==> config.mk <==
export PLATFORM = sky130hd
export DESIGN_NAME = ew_threat_gen
export DESIGN_NICKNAME = d
export VERILOG_FILES = /design/src/rtl/ew_sim_pkg.sv /design/src/rtl/ew_lfsr8.sv /design/src/rtl/ew_threat_gen.sv
export SDC_FILE = /design/constraint.sdc
export NUM_CORES = 1
export LEC_CHECK = 0
export ABC_AREA = 1
export CAP_MARGIN = 10
export CORE_ASPECT_RATIO = 1.1
export CORE_MARGIN = 1
export CORE_UTILIZATION = 47
export CTS_BUF_LIST = sky130_fd_sc_hd__clkbuf_4 sky130_fd_sc_hd__clkbuf_8
export CTS_CLUSTER_SIZE = 25
export DETAILED_ROUTE_END_ITERATION = 16
export HOLD_SLACK_MARGIN = 0.06
export MAX_ROUTING_LAYER = met4
export PLACE_DENSITY = 0.7
export SETUP_SLACK_MARGIN = 0.2
export SKIP_LAST_GASP = 1
export SLEW_MARGIN = 20
export SYNTH_ARGS = -nofsm -noshare
export SYNTH_HDL_FRONTEND = slang
export SYNTH_SLANG_ARGS = --single-unit
==> constraint.sdc <==
create_clock -name clk -period 3.7 [get_ports clk]
set_input_delay 0.555 -clock clk [delete_from_list [all_inputs] [get_ports clk]]
set_output_delay 0.555 -clock clk [all_outputs]
set_load 0.02 [all_outputs]
==> src/rtl/ew_sim_pkg.sv <==
// rtl/ew_sim_pkg.sv - shared phase encoding, threat constants and LFSR helpers
package ew_sim_pkg;

  typedef enum logic [2:0] {
    PH_IDLE    = 3'd0,
    PH_BURST   = 3'd1,
    PH_SPOOF   = 3'd2,
    PH_ENTROPY = 3'd3,
    PH_SWEEP   = 3'd4,
    PH_QUIET   = 3'd5,
    PH_DONE    = 3'd6
  } phase_e;

  localparam logic [7:0] SIG_BURST   = 8'd220;
  localparam logic [7:0] CMD_BURST   = 8'hFF;
  localparam logic [7:0] SIG_SPOOF   = 8'd123;
  localparam logic [7:0] CMD_SPOOF   = 8'h00;
  localparam logic [7:0] CMD_ENTROPY = 8'hAA;
  localparam logic [7:0] CMD_SWEEP   = 8'h55;
  localparam logic [7:0] SIG_IDLE    = 8'h00;
  localparam logic [7:0] CMD_IDLE    = 8'h00;

  // x^8+x^6+x^5+x^4+1 maps to state bits 7,5,4,3 in a shift-left Fibonacci register
  localparam logic [7:0] LFSR_SEED = 8'hE1;
  localparam logic [7:0] LFSR_TAPS = 8'hB8;

  function automatic logic [7:0] lfsr_step(input logic [7:0] v);
    return {v[6:0], ^(v & LFSR_TAPS)};
  endfunction

  // Lowest enabled threat phase whose mask bit is at or above from_bit, else QUIET
  function automatic phase_e next_enabled(input logic [3:0] mask, input logic [2:0] from_bit);
    phase_e r;
    r = PH_QUIET;
    for (int i = 3; i >= 0; i--) begin
      if (i >= int'(from_bit) && mask[i]) r = phase_e'(i[2:0] + 3'd1);
    end
    return r;
  endfunction

endpackage

==> src/rtl/ew_lfsr8.sv <==
// rtl/ew_lfsr8.sv - 8-bit Fibonacci LFSR feeding the ENTROPY threat byte
import ew_sim_pkg::*;

module ew_lfsr8 (
  input  logic       clk,
  input  logic       reset,
  input  logic       enable,
  output logic [7:0] value
);

  always_ff @(posedge clk or negedge reset) begin
    if (!reset) begin
      value <= LFSR_SEED;
    end else if (enable) begin
      value <= lfsr_step(value);
    end
  end

endmodule

==> src/rtl/ew_threat_gen.sv <==
// rtl/ew_threat_gen.sv - scripted threat scenario player driving the EW core inputs
import ew_sim_pkg::*;

module ew_threat_gen #(
  parameter int DWELL_W = 8
) (
  input  logic               clk,
  input  logic               reset,
  input  logic               start,
  input  logic [3:0]         scenario_mask,
  input  logic [DWELL_W-1:0] dwell,
  input  logic               repeat_en,
  input  logic               abort,
  output logic [7:0]         signal_out,
  output logic [7:0]         command_out,
  output logic [2:0]         phase,
  output logic               valid,
  output logic               busy,
  output logic               done
);

  phase_e             cur_ph;
  phase_e             nxt_ph;
  logic [DWELL_W-1:0] dwell_cnt;
  logic [DWELL_W-1:0] cfg_dwell;
  logic [3:0]         cfg_mask;
  logic               cfg_repeat;
  logic               accept;
  logic [DWELL_W-1:0] reload_src;
  logic [DWELL_W-1:0] reload_val;
  logic               lfsr_en;
  logic [7:0]         lfsr_value;

  always_comb begin
    accept = 1'b0;
    nxt_ph = PH_IDLE;
    case (cur_ph)
      PH_IDLE: begin
        if (start && !abort && (scenario_mask != 4'd0)) begin
          accept = 1'b1;
          nxt_ph = next_enabled(scenario_mask, 3'd0);
        end
      end
      PH_BURST, PH_SPOOF, PH_ENTROPY, PH_SWEEP: begin
        if (abort)                    nxt_ph = PH_IDLE;
        else if (dwell_cnt != '0)     nxt_ph = cur_ph;
        // phase code p sits one above its mask bit, so bit p is the next candidate
        else                          nxt_ph = next_enabled(cfg_mask, cur_ph);
      end
      PH_QUIET: begin
        if (abort)                    nxt_ph = PH_IDLE;
        else if (dwell_cnt != '0)     nxt_ph = PH_QUIET;
        else                          nxt_ph = PH_DONE;
      end
      PH_DONE: begin
        if (abort)                    nxt_ph = PH_IDLE;
        else if (cfg_repeat)          nxt_ph = next_enabled(cfg_mask, 3'd0);
        else                          nxt_ph = PH_IDLE;
      end
      default: nxt_ph = PH_IDLE;
    endcase

    reload_src = accept ? dwell : cfg_dwell;
    reload_val = (reload_src == '0) ? '0 : reload_src - DWELL_W'(1);
    lfsr_en    = (nxt_ph == PH_ENTROPY);
  end

  ew_lfsr8 u_lfsr (
    .clk    (clk),
    .reset  (reset),
    .enable (lfsr_en),
    .value  (lfsr_value)
  );

  always_ff @(posedge clk or negedge reset) begin
    if (!reset) begin
      cur_ph      <= PH_IDLE;
      phase       <= 3'd0;
      dwell_cnt   <= '0;
      cfg_dwell   <= '0;
      cfg_mask    <= 4'd0;
      cfg_repeat  <= 1'b0;
      signal_out  <= SIG_IDLE;
      command_out <= CMD_IDLE;
      valid       <= 1'b0;
      busy        <= 1'b0;
      done        <= 1'b0;
    end else begin
      if (accept) begin
        cfg_mask   <= scenario_mask;
        cfg_dwell  <= dwell;
        cfg_repeat <= repeat_en;
      end

      cur_ph <= nxt_ph;
      phase  <= nxt_ph;

      if (nxt_ph == PH_IDLE)     dwell_cnt <= '0;
      else if (nxt_ph != cur_ph) dwell_cnt <= reload_val;
      else                       dwell_cnt <= dwell_cnt - DWELL_W'(1);

      valid <= (nxt_ph == PH_BURST) || (nxt_ph == PH_SPOOF) ||
               (nxt_ph == PH_ENTROPY) || (nxt_ph == PH_SWEEP);
      busy  <= (nxt_ph != PH_IDLE);
      done  <= (nxt_ph == PH_DONE);

      case (nxt_ph)
        PH_BURST: begin
          signal_out  <= SIG_BURST;
          command_out <= CMD_BURST;
        end
        PH_SPOOF: begin
          signal_out  <= SIG_SPOOF;
          command_out <= CMD_SPOOF;
        end
        PH_ENTROPY: begin
          // show the value the LFSR is stepping to on this same edge
          signal_out  <= lfsr_step(lfsr_value);
          command_out <= CMD_ENTROPY;
        end
        PH_SWEEP: begin
          signal_out  <= (cur_ph == PH_SWEEP) ? signal_out + 8'd1 : 8'h00;
          command_out <= CMD_SWEEP;
        end
        default: begin
          signal_out  <= SIG_IDLE;
          command_out <= CMD_IDLE;
        end
      endcase
    end
  end

endmodule

==> flow_metrics.py <==
metrics = {
    "cts": {
        "ctsLongestPathBuffers": 2,
        "cts_buffers": 5,
        "cts.sinks": 45,
        "htree_num_levels": 2,
        "ctsResizeCount": 0,
        "postCtsHoldBufs": 0,
        "clk_pin_slew_ns": 0.08,
        "cts_root_buf": "clkbuf_8",
        "clk_latency_ns": 0.30,
        "tritoncts": "built",
        "cts_setup_buffers": 0,
    },
    "floorplan": {
        "chipHeight_um": 82.1,
        "die_area_sq_mm": 0.00614,
        "io_pins": 39,
        "start_util_pct": 49.8,
        "die_w_um": 74.8,
        "fp-row-count": 28,
        "core_area_sq_mm": 0.00550,
    },
    "synthesis": {
        "synth_top_area_share_pct": 37.4,
        "ys_ff_latch": 45,
        "ys_seq_area_share_pct": 41.3,
        "synth.largest_area_cell": "dfrtp_1",
        "avgSynthCellArea_sq_um": 7.83,
        "syn_nets": 371,
        "yosysUniqueCellTypes": 32,
        "ys_warn_count": 0,
        "ys_top_cells_by_area": "dfrtp_1, nand2_1, nand3_1",
        "postSynthCellCount": 350,
        "synthesis.area_sq_mm": 0.00274,
    },
    "timing": {
        "max_slew_margin_pct": 61.7,
        "fin_skew_ns": 0.00782,
        "fin_crit_sh_pct": 67.2,
        "fin_ws_ns": 1.21,
        "period_needed_ns": 2.49,
        "hold_viol": 0,
        "setup_viol": 0,
        "drv_slew": 0,
        "worstMarginPinSlew_ns": 0.575,
        "rsz0062_at_grt": "no",
        "final.setup.tns_ns": 0,
        "max_freq_mhz": 402,
    },
    "final_layout": {
        "seq_area_sq_mm": 0.00113,
        "multi_input_area_sq_mm": 0.00136,
        "fillerInstances": 529,
        "final_common_cell": "nand2_1",
        "area.growth.synth_to_final_pct": 17.4,
        "mostFrequentLayoutCells": "nand2_1, dfrtp_1, nand3_1, clkdlybuf4s50_1, inv_1",
        "utilization_pct": 58.5,
        "layout-drive-gt1-share_pct": 15.8,
        "nNetsFinal": 405,
        "n_antenna_cell": 0,
        "stdcell_area_sq_mm": 0.00322,
    },
    "critical_path": {
        "cp.required_ns": 3.89,
        "worstSetupPathType": "input pin to register",
        "cpMaxStageDelayCell": "clkdlybuf4s50_1",
        "cp.arrival_ns": 2.67,
        "regToRegSetupSlack_ns": 1.39,
        "path_cells": "clkdlybuf4s50_1 -> inv_2 -> nand2_1 -> nor2_4 -> nand2_4 -> o21ai_2 -> ha_1 -> inv_1 -> nor3_2 -> nand2_2 -> nand3_1 -> nand2_1 -> nand2_1 -> nor2_2",
        "cp-end-kind": "register",
        "crit_path_frequent_cell": "nand2_1",
        "cp_max_fo": 23,
        "slowest_delay_ns": 0.44,
        "crit_path_start_kind": "input pin",
        "reg2reg_to": "dwell_cnt[5]$_DFF_PN0_",
        "r2r-start": "cur_ph[2]$_DFF_PN0_",
        "r2r_cells": 13,
    },
    "detailed_routing": {
        "drc": 0,
        "vias": 2219,
        "drtPass1Iterations": 4,
        "ant_nets": 0,
        "first_iter_violations": 100,
        "avgRoutedWirePerCell_um": 11.6,
        "wl_um": 5320,
        "vias_per_cell": 4.82,
    },
    "outcome": {
        "status": "complete, no violations",
    },
    "place": {
        "place_hpwl_um": 4100,
        "placed_area_sq_mm": 0.00312,
        "dp_slack_ns": 0.895,
        "place_congestion": 0.873,
        "port_buffers": 38,
    },
    "power": {
        "peakVddDrop_uv": 346,
        "powerDensity_mw_per_mm2": 725,
        "power_leakage_nw": 1.63,
        "finalPower_mw": 2.33,
    },
    "job": {
        "drv_cap": 0,
    },
    "global_routing": {
        "grt.total_usage_pct": 20.2,
        "overflow": 0,
        "grt_pass1_vias": 2061,
        "grt_max_degree": 46,
        "antenna_found_initial": 0,
        "grt_pass1_wl_um": 9090,
    },
    "hold_path": {
        "hold_class": "input pin to asynchronous set/reset pin",
    },
}
report_power, final:
group	switching (mW)	internal [mW]
clock network	0.165	0.159
registers	0.114	0.640
logic	0.777	0.478
sequential cells by signal, indices dropped and copies added (netlist names):
name,cells
cfg_mask,4
busy,1
cfg_repeat,1
done,1
cur_ph,3
cfg_dwell,8
u_lfsr.value,8
dwell_cnt,8
command_out,2
signal_out,8
valid,1
how the worst max path moves through the flow:
stage	endpoint	depth (start not counted)	start	slack [ns]
global placement	dwell_cnt[4]$_DFF_PN0_	14	abort	0.89
finish	dwell_cnt[5]$_DFF_PN0_	14	abort	1.21
global route	dwell_cnt[4]$_DFF_PN0_	13	scenario_mask[1]	1.01
detailed placement	dwell_cnt[4]$_DFF_PN0_	14	abort	0.89
floorplan	dwell_cnt[6]$_DFF_PN0_	15	cur_ph[2]$_DFF_PN0_	1.55
CTS	dwell_cnt[4]$_DFF_PN0_	14	abort	1.21
per-stage QoR:
stage / cells / hold WS, ns
2_1_floorplan: 350 / 0.259
3_3_place_gp: 452 / 0.461
3_5_place_dp: 452 / 0.465
4_1_cts: 460 / 0.456
5_1_grt: 460 / 0.291
6_report: 460 / 0.248
final cells by class:
type	count	share of cell area, %
clock buffer	7	2.80
clock inverter	1	0.233
inverter	42	4.98
multi-input combinational	252	42.2
sequential	45	35.1
tap	75	2.92
timing repair buffer	38	11.7
layer usage:
| layer | wire, um | global-route usage, % | vias up |
|---|---|---|---|
| met5 | 0 | - | - |
| met2 | 2550 | 34.1 | 48 |
| met1 | 2510 | 24.5 | 1006 |
| li1 | - | - | 1158 |
| met4 | 76 | 6.79 | 0 |
| met3 | 182 | 3.31 | 7 |
worst max-delay path: cells and delay by family:
| kind | cells | cell delay [ns] |
|---|---|---|
| simple gates | 9 | 1.06 |
| compound gates | 1 | 0.26 |
| buf+inv | 3 | 0.62 |
| fa+ha+maj | 1 | 0.19 |
logic make-up (layout without fill, tap and decap cells):
logic type	count (synthesis)	in the layout	synth area share, %
AOI/OAI and AO/OA	25	25	6.99
xor gates and xnor gates	16	16	5.11
adders and majority gates	4	4	1.83
buffers and inverters	53	88	9.18
and+or+nand+nor	207	207	35.6
DFF	45	45	41.3
cell usage after synthesis (all sizes together):
cell type and n:
nand4 5, o21a 1, buf 11, inv 42, o21ai 18, a21oi 6, xor2 10, nor2 39
nand2 117, nand3 38, ha 4, dfrtp 41, nand3b 3, nor3 5, dfstp 4, xnor2 6
(Power assumes the default switching activity.)
